### config.mk
export PLATFORM = sky130hd
export DESIGN_NAME = t5_wbck
export DESIGN_NICKNAME = d
export VERILOG_FILES = /design/src/rtl/t5_pkg.sv /design/src/rtl/t5_wfifo.sv /design/src/rtl/t5_wbck.sv
export SDC_FILE = /design/constraint.sdc
export NUM_CORES = 1
export LEC_CHECK = 0
export CAP_MARGIN = 10
export CORE_AREA = 2 2 203 165
export CTS_CLUSTER_DIAMETER = 50
export DETAILED_ROUTE_END_ITERATION = 10
export DIE_AREA = 0 0 205 167
export HOLD_SLACK_MARGIN = 0.05
export SETUP_SLACK_MARGIN = 0.1
export SYNTH_ARGS = -nofsm -noshare
export SYNTH_HDL_FRONTEND = slang
export SYNTH_HIERARCHICAL = 1
export SYNTH_SLANG_ARGS = --single-unit
### constraint.sdc
create_clock -name sclk -period 5.1 [get_ports sclk]
set_clock_uncertainty 0.1 [all_clocks]
set_input_delay 1.53 -clock sclk [delete_from_list [all_inputs] [get_ports sclk]]
set_output_delay 1.53 -clock sclk [all_outputs]
set_load 0.01 [all_outputs]
### src/rtl/t5_pkg.sv
// Shared widths and helpers for the writeback / scoreboard block.
package t5_pkg;

  localparam int unsigned XLEN_DEF = 32;
  localparam int unsigned NHART    = 4;
  localparam int unsigned HART_W   = 2;
  localparam int unsigned REG_W    = 5;
  localparam int unsigned NREG     = 32;
  localparam int unsigned SB_BITS  = NHART * NREG;
  localparam int unsigned SB_IDX_W = HART_W + REG_W;
  localparam int unsigned TAG_W    = HART_W + REG_W;

  // Destination of a queued load result.
  typedef struct packed {
    logic [HART_W-1:0] hart;
    logic [REG_W-1:0]  rd;
  } wb_tag_t;

  // Flat scoreboard index of (hart, register).
  function automatic logic [SB_IDX_W-1:0] sb_idx(input logic [HART_W-1:0] h,
                                                 input logic [REG_W-1:0]  r);
    return {h, r};
  endfunction

endpackage

### src/rtl/t5_wfifo.sv
// Two-entry load-response FIFO; registered head, no bypass path.
module t5_wfifo #(
  parameter int unsigned W = 39
) (
  input  logic         clk_i,
  input  logic         rst_ni,
  input  logic         push_i,
  input  logic [W-1:0] din_i,
  input  logic         pop_i,
  output logic [W-1:0] dout_o,
  output logic         empty_o,
  output logic         full_o
);

  logic [W-1:0] mem0_q, mem0_d;
  logic [W-1:0] mem1_q, mem1_d;
  logic         wr_ptr_q, wr_ptr_d;
  logic         rd_ptr_q, rd_ptr_d;
  logic [1:0]   cnt_q, cnt_d;
  logic         push_ok;
  logic         pop_ok;

  assign empty_o = (cnt_q == 2'd0);
  assign full_o  = (cnt_q == 2'd2);
  assign dout_o  = rd_ptr_q ? mem1_q : mem0_q;
  assign pop_ok  = pop_i && !empty_o;
  assign push_ok = push_i && (!full_o || pop_ok);

  // Next-state for storage, pointers and occupancy.
  always_comb begin
    mem0_d   = mem0_q;
    mem1_d   = mem1_q;
    wr_ptr_d = wr_ptr_q;
    rd_ptr_d = rd_ptr_q;
    cnt_d    = cnt_q;
    if (push_ok) begin
      if (wr_ptr_q) mem1_d = din_i;
      else          mem0_d = din_i;
      wr_ptr_d = !wr_ptr_q;
    end
    if (pop_ok) begin
      rd_ptr_d = !rd_ptr_q;
    end
    case ({push_ok, pop_ok})
      2'b10:   cnt_d = cnt_q + 2'd1;
      2'b01:   cnt_d = cnt_q - 2'd1;
      default: cnt_d = cnt_q;
    endcase
  end

  // State registers; reset empties the queue.
  always_ff @(posedge clk_i or negedge rst_ni) begin
    if (!rst_ni) begin
      mem0_q   <= '0;
      mem1_q   <= '0;
      wr_ptr_q <= 1'b0;
      rd_ptr_q <= 1'b0;
      cnt_q    <= 2'd0;
    end else begin
      mem0_q   <= mem0_d;
      mem1_q   <= mem1_d;
      wr_ptr_q <= wr_ptr_d;
      rd_ptr_q <= rd_ptr_d;
      cnt_q    <= cnt_d;
    end
  end

endmodule

### src/rtl/t5_wbck.sv
// Writeback arbiter: execute results win, queued loads drain when the port
// is idle; per-hart pending-load scoreboard drives the decode stall.
module t5_wbck
  import t5_pkg::*;
#(
  parameter int unsigned XLEN = XLEN_DEF
) (
  input  logic              sclk,
  input  logic              srst_n,
  input  logic              xvld,
  input  logic [1:0]        xhart,
  input  logic [4:0]        xrda,
  input  logic [XLEN-1:0]   xdat,
  input  logic              lvld,
  output logic              lrdy,
  input  logic [1:0]        lhart,
  input  logic [4:0]        lrda,
  input  logic [XLEN-1:0]   ldat,
  input  logic              ivld,
  input  logic [1:0]        ihart,
  input  logic [4:0]        irda,
  input  logic [1:0]        fhart,
  input  logic [4:0]        rs1a,
  input  logic [4:0]        rs2a,
  output logic              stall,
  output logic              mwre,
  output logic [1:0]        mhart,
  output logic [4:0]        rd0a,
  output logic [XLEN-1:0]   rd0d
);

  localparam int unsigned EW = TAG_W + XLEN;

  logic              fifo_push;
  logic              fifo_pop;
  logic              fifo_empty;
  logic              fifo_full;
  logic [EW-1:0]     fifo_din;
  logic [EW-1:0]     fifo_dout;
  wb_tag_t           head_tag;
  logic [XLEN-1:0]   head_dat;

  logic              mwre_q, mwre_d;
  logic [1:0]        mhart_q, mhart_d;
  logic [4:0]        rd0a_q, rd0a_d;
  logic [XLEN-1:0]   rd0d_q, rd0d_d;
  logic [SB_BITS-1:0] pend_q, pend_d;

  assign lrdy      = !fifo_full;
  assign fifo_push = lvld && !fifo_full;
  assign fifo_pop  = !xvld && !fifo_empty;
  assign fifo_din  = {lhart, lrda, ldat};
  assign head_tag  = wb_tag_t'(fifo_dout[EW-1 -: TAG_W]);
  assign head_dat  = fifo_dout[XLEN-1:0];

  t5_wfifo #(
    .W (EW)
  ) u_fifo (
    .clk_i   (sclk),
    .rst_ni  (srst_n),
    .push_i  (fifo_push),
    .din_i   (fifo_din),
    .pop_i   (fifo_pop),
    .dout_o  (fifo_dout),
    .empty_o (fifo_empty),
    .full_o  (fifo_full)
  );

  // Write-port selection; register 0 is consumed silently, payload holds.
  always_comb begin
    mwre_d  = 1'b0;
    mhart_d = mhart_q;
    rd0a_d  = rd0a_q;
    rd0d_d  = rd0d_q;
    if (xvld) begin
      if (xrda != 5'd0) begin
        mwre_d  = 1'b1;
        mhart_d = xhart;
        rd0a_d  = xrda;
        rd0d_d  = xdat;
      end
    end else if (fifo_pop) begin
      if (head_tag.rd != 5'd0) begin
        mwre_d  = 1'b1;
        mhart_d = head_tag.hart;
        rd0a_d  = head_tag.rd;
        rd0d_d  = head_dat;
      end
    end
  end

  // Scoreboard update: clear on load writeback, then set on issue so set wins.
  always_comb begin
    pend_d = pend_q;
    if (fifo_pop && (head_tag.rd != 5'd0)) begin
      pend_d[sb_idx(head_tag.hart, head_tag.rd)] = 1'b0;
    end
    if (ivld && (irda != 5'd0)) begin
      pend_d[sb_idx(ihart, irda)] = 1'b1;
    end
  end

  // Write port and scoreboard registers.
  always_ff @(posedge sclk or negedge srst_n) begin
    if (!srst_n) begin
      mwre_q  <= 1'b0;
      mhart_q <= 2'd0;
      rd0a_q  <= 5'd0;
      rd0d_q  <= '0;
      pend_q  <= '0;
    end else begin
      mwre_q  <= mwre_d;
      mhart_q <= mhart_d;
      rd0a_q  <= rd0a_d;
      rd0d_q  <= rd0d_d;
      pend_q  <= pend_d;
    end
  end

  assign mwre  = mwre_q;
  assign mhart = mhart_q;
  assign rd0a  = rd0a_q;
  assign rd0d  = rd0d_q;

  // Decode operand hazard check; register 0 never stalls.
  assign stall = ((rs1a != 5'd0) && pend_q[sb_idx(fhart, rs1a)]) ||
                 ((rs2a != 5'd0) && pend_q[sb_idx(fhart, rs2a)]);

endmodule

==> impl_metrics.yaml <==
layout:
  final.fill_count: 2883
  final_nets: 1384
  areaGrowthSynthToFinish_pct: 27.5
  multi_input_area_um2: 6070
  drive_gt1_frac: 0.237
  final_cell_count_no_fill: 1735
  fin_util: 0.503
  regArea_um2: 6260
routing:
  ant_nets: 0
  routed_via_density: 5.88
  drtIter0Drc: 1081
  drc: 0
  drt_wl_total_mm: 41.1
  wire_per_inst_um: 23.7
  num_vias: 10200
  drt_pass1_iterations: 5
timing:
  fin_ws_ps: -251
  slew_viol_final: 0
  setup_viol: 1
  hold_viol: 0
  fin_crit_sh: 1.05
  fin_crit_ps: 5350
  finalSetupTns_ps: -251
  fmax_ghz: 0.187
  tightest_slew_ps: 1040
  rsz0062_at_grt: "true"
  slew_headroom: 0.310
hold_path:
  worstHoldStart: "pend_q[64]"
  min_path_type: "reg2reg"
clock_tree:
  htreeDepth: 1
  cts_hold_buf: 0
  clock_latency_ps: 580
  clk_pin_slew_ps: 60
  cts_max_path_buffers: 3
  root_buffer: "clkbuf_16"
  cts_buffers: 31
  cts_sinks: 250
  cts_tree: "done"
grt:
  grt_pass1_wl_mm: 63.3
  grt_pass1_vias: 10300
  grt_usage: 0.243
  antenna_found_initial: 3
  grt_start_max_net_pins: 131
  grt.overflow.total: 0
logic_synthesis:
  synthTopCellsByCount: "o21ai_0 (252), dfrtp_1 (250), mux2_2 (121)"
  ys_seq_area_frac: 0.493
  post_synth_num_cell_types: 44
  syn_avg_cell_area_um2: 11.4
  ys_ff_latch: 250
  synth_edf_count: 0
  syn_nets: 1215
  ys_top_cells_by_area: "dfrtp_1 (49%), mux2_2 (11%), o21ai_0 (9.9%)"
  synth.most_common_cell: "o21ai_0"
  synthCells: 1112
  yosysTopAreaCell: "dfrtp_1"
  syn-cell-area_um2: 12700
  ys.flop_type: "dfrtp_1"
  ys_warn_count: 6
  async_reset_ff_frac: 1.00
  synth_top_area_share: 0.493
place:
  place_inst: 1671
  place_congestion: 0.906
  hpwl_mm: 27.8
  io_buffers: 143
  dp_slack_ps: -891
critical_path:
  worstPathRequired_ps: 3470
  crit_fanout: 6
  critPathKind: "in2out"
  worstSetupEndpointType: "output pin"
  cp-start-kind: "primary input"
  r2r-start: "u_fifo/rd_ptr_q"
  cp_data_arrival_time_ps: 3720
  startpoint: "rs2a[0]"
status:
  status: "finished with violations"
  violations: "negative setup slack"
pwr:
  peakVddDrop_v: 0.000339
  finalPower_mw: 8.72
  powerDensity_nw_per_um2: 539
  leakage_nw: 6.67
die:
  io_pins: 144
  initial_core_util: 0.394
  die_w_um: 205
  die_h_um: 167
  die_area_um2: 34200
  core_area_um2: 32200
  rows: 59
run:
  cap_violations: 0
-- per-layer routing --
metal | vias to the layer above | global-route usage | part of all wire
met4 | 0 | 0.0704 | 0.028
met5 | - | 0 | 0
met1 | 5141 | 0.352 | 0.44
li1 | 4493 | - | -
met3 | 76 | 0.0575 | 0.091
met2 | 488 | 0.363 | 0.44
-- state kept, by name, summed over array words and instances (netlist names), 2 cells and up --
| name | cells |
|---|---|
| mhart | 2 |
| u_fifo/cnt_q | 2 |
| rd0a | 5 |
| u_fifo/mem0_q | 39 |
| pend_q | 128 |
| u_fifo/mem1_q | 39 |
| rd0d | 32 |
-- area by class of cell --
cell class,count,share of cell area
Inverter,7,0.00162
Clock inverter,16,0.0154
Antenna cell,2,0.000309
Clock buffer,42,0.0561
Timing Repair Buffer,212,0.132
Sequential cell,250,0.387
Multi-Input combinational cell,779,0.375
Tap cell,427,0.0330
-- final timing paths --
path / end / slack (ps) / cells after the start
min: pend_q[64] / 320 / 0
min in group asynchronous: rd0d[18] / 960 / 1
max in group asynchronous: pend_q[4] / 2880 / 2
min reg2reg: pend_q[64] / 320 / 0
max reg2reg: pend_q[58] / 1550 / 7
max: stall / -250 / 10
-- cells by family after synthesis --
group,count (synthesis),synth area share
AOI/OAI and AO/OA,338,0.142
xor gates and xnor gates,5,0.00345
adders and majority gates,1,0.000985
buffers and inverters,83,0.0323
DFF,250,0.493
muxes,249,0.256
and+or+nand+nor,186,0.0722
-- layout by cell type, fill, tap and decap left out, types with 15 or more instances in the layout --
cell type	n
o21ai_0	250
dfrtp_1	249
clkdlybuf4s50_1	134
mux2_2	121
mux2i_1	81
nor2_1	63
buf_4	56
a21oi_1	47
mux4_2	41
nand2_1	36
clkbuf_16	31
nand3_1	26
nor2b_1	15
-- per-stage QoR --
step,area [um^2],hold slack [ps]
4_1_cts,16200,312
3_5_place_dp,14900,298
3_3_place_gp,14900,297
5_1_grt,16200,345
2_1_floorplan,12700,345
6_report,16200,321
-- power by group --
part / switching (mW) / internal (mW)
clock: 0.894 / 1.55
combinational: 1.53 / 1.53
sequential: 0.495 / 2.73
total: 2.92 / 5.81
-- worst max-delay path, stage by stage --
cell,delay [ps]
buf_12,90
buf_12,130
mux4_2,510
mux4_2,550
nand2_1,80
nand4_1,100
nand3b_1,110
o22ai_1,90
or3_4,390
buf_6,130
-- timing repair --
| item | 4_1_cts | 5_1_grt |
|---|---|---|
| setup buffers | 2 | 0 |
| cloned | 2 | 0 |
| setup endpoints to repair | 1 | 1 |
| resized for setup | 22 | 14 |
| pin swaps | 3 | 4 |
No activity file was read; power rests on OpenSTA's default activity.
